`src/rtl/sky130_fd_io__sio_pair_seq.sv`:
```
// Control sequencer for the two-pad SIO macro: power-up enable ordering, then held configuration updates.
// Optional: define SIO_SEQ_IN_SYNC_EN to put a two-flop synchronizer on the pad inputs.
module sky130_fd_io__sio_pair_seq #(
  parameter int PWR_CYC  = 16,
  parameter int HOLD_CYC = 4,
  parameter int REF_CYC  = 64,
  parameter int CNT_W    = 8
) (
  input  logic        i_clk,
  input  logic        i_reset_b,
  input  logic        i_cfg_valid,
  output logic        o_cfg_ready,
  input  logic [18:0] i_cfg_data,
  output logic        o_done,
  output logic        o_enable_h,
  output logic        o_enable_vdda_h,
  output logic [1:0]  o_hld_h_n,
  output logic        o_hld_h_n_refgen,
  output logic [2:0]  o_dm0,
  output logic [2:0]  o_dm1,
  output logic [1:0]  o_vtrip_sel,
  output logic [1:0]  o_vref_sel,
  output logic [1:0]  o_ibuf_sel,
  output logic [1:0]  o_vreg_en,
  output logic [1:0]  o_slow,
  output logic [2:0]  o_voh_sel,
  input  logic [1:0]  i_in,
  output logic [1:0]  o_in_sync
);

  typedef enum logic [2:0] {
    S_PWR_EN, S_PWR_VDDA, S_IDLE, S_HOLD, S_APPLY, S_SETTLE, S_RELEASE
  } state_t;

  localparam logic [CNT_W-1:0] L_PWR      = CNT_W'(PWR_CYC);
  localparam logic [CNT_W-1:0] L_PWR_M1   = CNT_W'(PWR_CYC - 1);
  localparam logic [CNT_W-1:0] L_HOLD_M1  = CNT_W'(HOLD_CYC - 1);
  localparam logic [CNT_W-1:0] L_REF_M1   = CNT_W'(REF_CYC - 1);

  state_t           r_state;
  state_t           w_state_next;
  logic [CNT_W-1:0] r_cnt;
  logic [CNT_W-1:0] w_cnt_next;
  logic             r_ref_chg;
  logic             w_ref_chg_next;
  logic             w_xfer;
  logic [18:0]      r_shadow;

  logic             r_enable_h, r_enable_vdda_h, r_cfg_ready, r_done;
  logic [1:0]       r_hld_h_n;
  logic             r_hld_h_n_refgen;
  logic [2:0]       r_dm0, r_dm1, r_voh_sel;
  logic [1:0]       r_vtrip_sel, r_vref_sel, r_ibuf_sel, r_vreg_en, r_slow;

  always_comb begin
    w_state_next   = r_state;
    w_cnt_next     = r_cnt + 1'b1;
    w_ref_chg_next = r_ref_chg;
    w_xfer         = 1'b0;
    case (r_state)
      // The cycle spent in reset also sits in PWR_EN, so this state compares one higher.
      S_PWR_EN: if (r_cnt == L_PWR) begin
        w_state_next = S_PWR_VDDA;
        w_cnt_next   = '0;
      end
      S_PWR_VDDA: if (r_cnt == L_PWR_M1) begin
        w_state_next = S_IDLE;
        w_cnt_next   = '0;
      end
      S_IDLE: begin
        w_cnt_next = '0;
        if (i_cfg_valid && r_cfg_ready) begin
          w_xfer         = 1'b1;
          w_state_next   = S_HOLD;
          w_ref_chg_next = (i_cfg_data[14:8] != {r_ibuf_sel, r_voh_sel, r_vref_sel});
        end
      end
      S_HOLD: if (r_cnt == L_HOLD_M1) begin
        w_state_next = S_APPLY;
        w_cnt_next   = '0;
      end
      S_APPLY: begin
        w_state_next = S_SETTLE;
        w_cnt_next   = '0;
      end
      S_SETTLE: if (r_cnt == (r_ref_chg ? L_REF_M1 : L_HOLD_M1)) begin
        w_state_next = S_RELEASE;
        w_cnt_next   = '0;
      end
      S_RELEASE: begin
        w_state_next = S_IDLE;
        w_cnt_next   = '0;
      end
      default: begin
        w_state_next = S_PWR_EN;
        w_cnt_next   = '0;
      end
    endcase
  end

  // Outputs are registered from the next state so they stay glitch-free on the HV pins.
  always_ff @(posedge i_clk) begin
    if (!i_reset_b) begin
      r_state          <= S_PWR_EN;
      r_cnt            <= '0;
      r_ref_chg        <= 1'b0;
      r_shadow         <= '0;
      r_enable_h       <= 1'b0;
      r_enable_vdda_h  <= 1'b0;
      r_cfg_ready      <= 1'b0;
      r_done           <= 1'b0;
      r_hld_h_n        <= 2'b00;
      r_hld_h_n_refgen <= 1'b0;
      r_dm0            <= '0;
      r_dm1            <= '0;
      r_vtrip_sel      <= '0;
      r_vref_sel       <= '0;
      r_voh_sel        <= '0;
      r_ibuf_sel       <= '0;
      r_vreg_en        <= '0;
      r_slow           <= '0;
    end else begin
      r_state         <= w_state_next;
      r_cnt           <= w_cnt_next;
      r_ref_chg       <= w_ref_chg_next;
      r_enable_h      <= 1'b1;
      r_enable_vdda_h <= r_enable_vdda_h | (w_state_next == S_PWR_VDDA);
      r_cfg_ready     <= (w_state_next == S_IDLE);
      r_done          <= (w_state_next == S_RELEASE);
      if (w_xfer) r_shadow <= i_cfg_data;
      if (w_state_next == S_HOLD) begin
        r_hld_h_n <= 2'b00;
        if (w_ref_chg_next) r_hld_h_n_refgen <= 1'b0;
      end else if (w_state_next == S_RELEASE) begin
        r_hld_h_n        <= 2'b11;
        r_hld_h_n_refgen <= 1'b1;
      end
      if (r_state == S_APPLY) begin
        r_dm0       <= r_shadow[2:0];
        r_dm1       <= r_shadow[5:3];
        r_vtrip_sel <= r_shadow[7:6];
        r_vref_sel  <= r_shadow[9:8];
        r_voh_sel   <= r_shadow[12:10];
        r_ibuf_sel  <= r_shadow[14:13];
        r_vreg_en   <= r_shadow[16:15];
        r_slow      <= r_shadow[18:17];
      end
    end
  end

  assign o_cfg_ready      = r_cfg_ready;
  assign o_done           = r_done;
  assign o_enable_h       = r_enable_h;
  assign o_enable_vdda_h  = r_enable_vdda_h;
  assign o_hld_h_n        = r_hld_h_n;
  assign o_hld_h_n_refgen = r_hld_h_n_refgen;
  assign o_dm0            = r_dm0;
  assign o_dm1            = r_dm1;
  assign o_vtrip_sel      = r_vtrip_sel;
  assign o_vref_sel       = r_vref_sel;
  assign o_voh_sel        = r_voh_sel;
  assign o_ibuf_sel       = r_ibuf_sel;
  assign o_vreg_en        = r_vreg_en;
  assign o_slow           = r_slow;

`ifdef SIO_SEQ_IN_SYNC_EN
  logic [1:0] r_in_meta, r_in_sync;

  always_ff @(posedge i_clk) begin
    if (!i_reset_b) begin
      r_in_meta <= 2'b00;
      r_in_sync <= 2'b00;
    end else begin
      r_in_meta <= i_in;
      r_in_sync <= r_in_meta;
    end
  end

  assign o_in_sync = r_in_sync;
`else
  assign o_in_sync = i_in;
`endif

endmodule

```
`config.mk`:
```
export PLATFORM = sky130hd
export DESIGN_NAME = sky130_fd_io__sio_pair_seq
export DESIGN_NICKNAME = d
export VERILOG_FILES = /design/src/rtl/sky130_fd_io__sio_pair_seq.sv
export SDC_FILE = /design/constraint.sdc
export NUM_CORES = 1
export LEC_CHECK = 0
export ABC_CLOCK_PERIOD_IN_PS = 1700
export CAP_MARGIN = 20
export CORE_ASPECT_RATIO = 1.1
export CORE_UTILIZATION = 42
export DETAILED_ROUTE_END_ITERATION = 12
export PLACE_DENSITY = 0.7
export RECOVER_POWER = 100
export SYNTH_ARGS = -nofsm -noshare
export SYNTH_HDL_FRONTEND = slang
export SYNTH_SLANG_ARGS = --single-unit
export TNS_END_PERCENT = 30
```
`constraint.sdc`:
```
create_clock -name i_clk -period 1.7 [get_ports i_clk]
set_input_delay 0.255 -clock i_clk [delete_from_list [all_inputs] [get_ports i_clk]]
set_output_delay 0.255 -clock i_clk [all_outputs]
set_load 0.005 [all_outputs]
```
==> results of run 1 <==
state kept, by name, summed over array words and instances, names as in the netlist, 2 cells and up:
signal       flops
o_vtrip_sel      2
o_voh_sel        3
o_ibuf_sel       2
o_dm0            3
r_state          3
o_dm1            3
r_shadow        19
o_slow           2
o_vref_sel       2
o_vreg_en        2
r_cnt            8
placed cells by master, fill, tap and decap left out, types with 2 or more instances in the layout:
cell type,count
a21boi_0,38
a21oi_1,2
a31oi_1,2
and2_1,4
buf_4,29
clkbuf_8,5
clkdlybuf4s50_1,20
dfxtp_1,53
dfxtp_4,2
dlygate4sd3_1,27
inv_1,4
nand2_1,85
nand2b_1,4
nand3_1,5
nand4_1,3
nor2_1,14
nor2_2,2
nor2b_1,4
nor3_4,2
nor3b_2,3
nor4_1,2
o21ai_0,5
o31ai_4,2
xnor2_1,5
xor2_1,8
worst paths after layout:
kind	start	end	slack, ps
max	r_cnt[1]$_SDFF_PN0_	o_enable_vdda_h$_SDFF_PN0_	-90
min reg2reg	o_dm0[2]$_SDFFE_PN0P_	o_dm0[2]$_SDFFE_PN0P_	460
max reg2reg	r_cnt[1]$_SDFF_PN0_	o_enable_vdda_h$_SDFF_PN0_	-90
min	o_dm0[2]$_SDFFE_PN0P_	o_dm0[2]$_SDFFE_PN0P_	460
timing repair:
| item | CTS | global route |
|---|---|---|
| gates cloned | 0 | 0 |
| resized for setup | 7 | 1 |
| setup endpoints to repair | 16 | 14 |
| pin swaps | 6 | 1 |
critical path, delay by kind of cell (launching register included):
kind                     cells  cell delay [ps]
AO/OA/AOI/OAI                3              460
adder cells (fa/ha/maj)      1              140
flip-flops                   1              370
AND/OR/NAND/NOR              3              780
power groups by stage:
stage | logic [µW] | registers (µW) | clock network [µW]
6_report | 155 | 1330 | 743
5_1_grt | 169 | 1330 | 822
4_1_cts | 157 | 1330 | 771
3_5_place_dp | 153 | 1360 | 0
3_3_place_gp | 154 | 1360 | 0
2_1_floorplan | 69.2 | 1360 | 0
cell families after synthesis:
kind of cell | synth area share (%)
xor gates and xnor gates | 4.58
adders and majority gates | 1.01
buffers and inverters | 4.58
AOI/OAI and AO/OA | 18.0
DFF | 45.1
and+or+nand+nor | 26.7
final cells by class:
| class | instances | area share, % |
|---|---|---|
| clock inverters | 3 | 0.596 |
| inverters | 4 | 0.447 |
| well taps | 77 | 2.87 |
| multi-input cells | 211 | 39.4 |
| repair buffers | 79 | 21.0 |
| flip-flops and latches | 56 | 33.6 |
| clock buffers | 5 | 2.05 |
metal layers:
layer  vias up  GRT usage (%)  wire length (µm)  part of all wire, %
li1       1098              -                 -                    -
met2        35           32.1              2570                   48
met1       962           23.5              2570                   48
met3         2           3.52               169                  3.2
met5         -              0                 0                    0
met4         0           4.44                27                 0.51
stage by stage:
stage	std cells	power [µW]
3_3_place_gp	427	1510
3_5_place_dp	427	1510
6_report	435	2220
5_1_grt	435	2320
4_1_cts	435	2250
2_1_floorplan	291	1430
==> results.md, run 1 <==
* Die area at roughly 0.0062 mm²
* Worst EP arrival at roughly 2000 ps
* Leakage at 0.00127 µW
* Die width at between 70 and 80 µm
* Sequential share of power at about three fifths
* Drt drc at 0
* PD cells at about 660 mW/mm²
* Slowest cell on the critical path: or3b_4
* H-tree depth at 2
* Clock Tree Buf Depth at 2
* Crit. End Element: flop
* Max Slew Vio Count at 0
* Flops & latches, synth at 56
* Most used DFF post-synth: dfxtp_1
* Reg2reg path depth at 7
* Share of layout cells above drive strength 1 at between 10% and 20%
* Worst-Margin Slew at approximately 650 ps
* Via count at around 2100
* Final period util at 105%
* Most instantiated cells after synthesis: 85 x nand2_1, 56 x dfxtp_1, 38 x a21boi_0, 14 x nor2_1, 11 x clkbuf_1
* Peak VDD IR at 409 µV
* Hold_buf cts at 0
* Worst hold path type: flop to flop
* Most instantiated library cell after synthesis: nand2_1
* Critical path, cell by cell: ha_4, or3b_4, o31ai_4, a31oi_2, nor3_4, nor3b_2, o21a_1
* Ant. Diodes at 0
* Comb pwr share at roughly 7%
* Slew headroom at approximately 56%
* Area delta synth->final at 35.2%
* Std-Cell Rows at 29
* Starting Density at 43.3%
* Total CTS buffers at 5
* Final HPWL DP at roughly 3900 µm
* Final Util at between 50% and 60%
* Sw power at slightly above 500 µW
* Total GRT Usage at 18.5%
* Total setup buffers inserted after CTS at 0
* Avg Inst Size Synth at 8.53 µm²
* Pre-CTS setup slack at -183 ps
* Worst hold margin at between 400 and 500 ps
* RSZ-0062 raised after global routing: true
* Seq/Total Area, Yosys at 45.1%
* Synth Cell Area at about 0.0025 mm²
* Cells after Synth at roughly 290
* Area post-placement at 0.00323 mm²
* Crit path launch type: flop
* Clock sink count at 56
* Sw Share at 23.2%
* First-pass GRT wire length at slightly below 9000 µm
* Layout Nets at 383
* # setup viols final at 13
* WHS Path Cells at 2
* Clock-pin slew of the registers on the worst-case setup and hold paths at ~100 ps
* Violated checks: setup timing
* TNS Setup at -513 ps
* Fmax at about 560 MHz
* Clock share of power at 33.4%
* Largest net degree at the start of global routing at 37
* Min setup slack post-route at -91.9 ps
* Die height at 82.7 µm
* DR pass1 iterations at 4
* Routability cong. at roughly 0.84
* Cell accounting for the most synthesized area: dfxtp_1
* Core area at around 0.0057 mm²
* Avg Vias per Cell at between 4 and 5
* Critical Path Fanout Max at 3
* CTS tree: built
* Yosys cell types at 47
* Vias in the first global route at between 1500 and 2000
* Ranking of synthesized cells by area: dfxtp_1 45%, nand2_1 13%, a21boi_0 11%, xor2_1 2.8%, nor2_1 2.1%
* DR WL/cell at roughly 12 µm
* Clock Skew at 7.47 ps
* Crit path largest cell delay at between 400 and 500 ps
* Port bufs at 47
* Post-route cell area at ~0.0034 mm²
* Post-synth EDFFs at 0
* Initial antenna violation count at 0
* Final Hold Fails at 0
* # Max-Cap Violations at 0
* Register Area at about 0.0011 mm²
* Share of the synthesized area in the top cell type at a little under half
* Mapped Nets at roughly 320
* Layout fillers at 558
* Clock Latency Late Sink at 310 ps
* Num ports at 52
* Antenna-violating nets left at 0
* Clock root cell: clkbuf_8
* WP data required at around 2000 ps
* Warnings, synthesis at 0
* DR iter-0 viols at roughly 120
* P_int at about 1700 µW
* Final min period at about 1800 ps
* Worst Setup Path Type: flop to flop
* Status: finished with violations
* Area occupied by multi-input gates at between 0.001 and 0.0015 mm²
* WL final at about 5300 µm
* Congestion Overflow GR at 0
* Ys async rst share at 0%
(Power assumes the default switching activity.)
==> inputs of run 2 (changes only) <==
- CORE_MARGIN: not set -> 1.5
- DONT_BUFFER_PORTS: not set -> 1
- PLACE_DENSITY: 0.7 -> not set
- SLEW_MARGIN: not set -> 20
==> run 2 against run 1 <==
Against the previous run: the flow still finishes with violations (setup timing); final cell count decreased by 12%; clock power about the same; critical path type unchanged; global-route usage fell by 1.6 points; sequential power about the same; non-clock buffer count down 51; maximum frequency grew 0.65%; utilization shrank 8.2 points; routed wire length shrank 2.2%; die area is 2.6% higher; setup slack gained 12 ps; critical path depth unchanged.
==> results.md, run 2 (synthesis results as in run 1) <==
* Min setup slack post-route at -80.3 ps (+11.6 ps)
* Worst-Margin Slew at 422 ps (-232 ps)
* Worst EP arrival at 1990 ps (-60 ps)
* Total CTS buffers at 5 (unchanged)
* Num ports at 52 (unchanged)
* RSZ-0062 raised after global routing: true
* DR pass1 iterations at 4 (unchanged)
* Final min period at 1780 ps (-11.6 ps)
* Antenna-violating nets left at 0 (unchanged)
* Largest net degree at the start of global routing at 48 (+30%)
* # Max-Cap Violations at 0 (unchanged)
* Largest register FFs at 19 (unchanged)
* Max Slew Vio Count at 0 (unchanged)
* # setup viols final at 11 (-2)
* Leakage at 0.000997 µW (-22%)
* Die height at 83.7 µm (+1.2%)
* Crit. End Element: flop
* Reg2reg setup slack at -80 ps (about the same)
* Congestion Overflow GR at 0 (unchanged)
* Die area at 0.00638 mm² (+2.6%)
* Area post-placement at 0.00273 mm² (-16%)
* Final Hold Fails at 0 (unchanged)
* Reg-to-Reg End: o_enable_vdda_h$_SDFF_PN0_
* H-tree depth at 2 (unchanged)
* Clock sink count at 56 (unchanged)
* TNS Setup at -552 ps (-39.0 ps)
* Fmax at 562 MHz (+0.65%)
* Peak VDD IR at 538 µV (+32%)
* Clock-pin slew of the registers on the worst-case setup and hold paths at 90 ps (about the same)
* Ant. Diodes at 0 (unchanged)
* Slew headroom at 71.9% (+15 points)
* Area delta synth->final at 16.3%
* Regs by FF count: r_shadow: 19 flops, r_cnt: 8 flops
* DR iter-0 viols at 67 (-46%)
* Vias in the first global route at 1834 (-7.7%)
* Final HPWL DP at 3590 µm (-6.9%)
* Commonest non-fill, non-tap cell in the layout: nand2_1
* Final Non-Filler Cells at 384 (-12%)
* Core area at 0.00573 mm² (unchanged)
* Crit path launch type: flop
* Hold EP: r_ref_chg$_SDFF_PN0_
* Status: finished with violations
* Routability cong. at 0.851 (+1.1%)
* WP data required at 1910 ps (-50 ps)
* Post-route cell area at 0.00289 mm² (-14%)
* Std-Cell Rows at 29 (unchanged)
* Most frequent cells in the layout: 85 x nand2_1, 54 x dfxtp_1, 38 x a21boi_0
* Worst hold margin at 72.7 ps (-391 ps)
* Starting Density at 43.3% (unchanged)
* Avg Vias per Cell at 4.98 (+3.4%)
* Port bufs at 0 (-100%)
* WL final at 5210 µm (-2.2%)
* CTS tree: built
* Via count at 1914 (-8.7%)
* WHS Path Cells at 1 (-1)
* PD cells at 747 mW/mm² (+13%)
* Hold Crit Start: i_reset_b
* First-pass GRT wire length at 8650 µm (-2.0%)
* Worst Setup Path Type: flop to flop
* Die width at 76.3 µm (+1.3%)
* Placed cells at 372 (-13%)
* Total GRT Usage at 16.9% (-1.6 points)
* Clock Tree Buf Depth at 2 (unchanged)
* Clock Latency Late Sink at 300 ps (about the same)
* Clock Skew at 3.46 ps (-4.01 ps)
* Reg2reg path depth at 7 (unchanged)
* Pre-CTS setup slack at -93.0 ps (+89.5 ps)
* Layout Nets at 332 (-13%)
* Drt drc at 0 (unchanged)
* Share of layout cells above drive strength 1 at 19.2% (+1.6 points)
* Final period util at 105% (-0.68 points)
* Reg2Reg Launch Point: r_cnt[1]$_SDFF_PN0_
* Clock root cell: clkbuf_8
* Worst hold path type: primary input to flop
* Initial antenna violation count at 0 (unchanged)
* Violated checks: setup timing
* DR WL/cell at 13.6 µm (+11%)
* Biggest register: r_shadow
* Critical Path Fanout Max at 4 (+1)
-- run 2: changes by cell type in the layout (fill, tap and decap cells not counted), sizes merged --
cell	previous run	this run
dlygate4sd3	27	1
clkdlybuf4s50	20	0
clkbuf	7	10
inv	6	5
clkinv	1	0
buf	30	24
-- run 2: final cells by class --
type                    instances  area [µm²]
fillers                       578        2840
multi-input cells             211        1330
flip-flops and latches         56        1130
repair buffers                 28         228
well taps                      77        96.3
clock buffers                   7        86.3
inverters                       4        15.0
clock inverters                 1        6.26
-- run 2: worst max-delay path by stage --
stage / from / slack (ps) / depth (start not counted) / endpoint
after CTS: r_cnt[1]$_SDFF_PN0_ / -50 / 7 / r_cnt[6]$_SDFF_PN0_
after global placement: r_cnt[1]$_SDFF_PN0_ / -60 / 7 / o_hld_h_n_refgen$_SDFFE_PN0P_
after global routing: r_cnt[1]$_SDFF_PN0_ / -140 / 7 / o_enable_vdda_h$_SDFF_PN0_
after floorplan: r_cnt[1]$_SDFF_PN0_ / -70 / 7 / o_enable_vdda_h$_SDFF_PN0_
final: r_cnt[1]$_SDFF_PN0_ / -80 / 7 / o_enable_vdda_h$_SDFF_PN0_
after detailed placement: r_cnt[1]$_SDFF_PN0_ / -90 / 7 / o_hld_h_n_refgen$_SDFFE_PN0P_
-- run 2: what timing repair did --
action	CTS	global route
hold endpoints to repair	1	0
pin swaps	5	7
hold buffers	1	0
gates cloned	0	0
buffers inserted	2	1
endpoints found under the setup margin	13	32
resized for setup	3	8
-- run 2: report_power, final --
group          leakage, µW  internal (µW)  switching, µW
registers         0.000453           1320           7.13
logic             0.000495           51.2           37.9
clock network    0.0000488            333            411
-- run 2: critical path, stage by stage (launching register included) --
cell	delay, ps
dfxtp_4	370
ha_4	130
or3b_4	400
nor3_4	160
and3b_1	210
o31a_2	200
nor3b_2	60
o21a_1	160
-- run 2: metal layers --
layer  vias to the layer above  global-route usage, %  share of wire [%]
li1                        990                      -                  -
met1                       875                   19.3                 46
met2                        39                   28.7                 47
met3                        10                   5.36                4.9
met4                         0                   7.41                1.9
met5                         -                      0                  0
-- run 2: per-stage QoR --
step / power, µW / util (%)
floorplan: 1430 / -
global placement: 1430 / 47.5
detailed placement: 1430 / 47.5
CTS: 2190 / 49.9
global route: 2250 / 50.4
finish: 2160 / 50.4
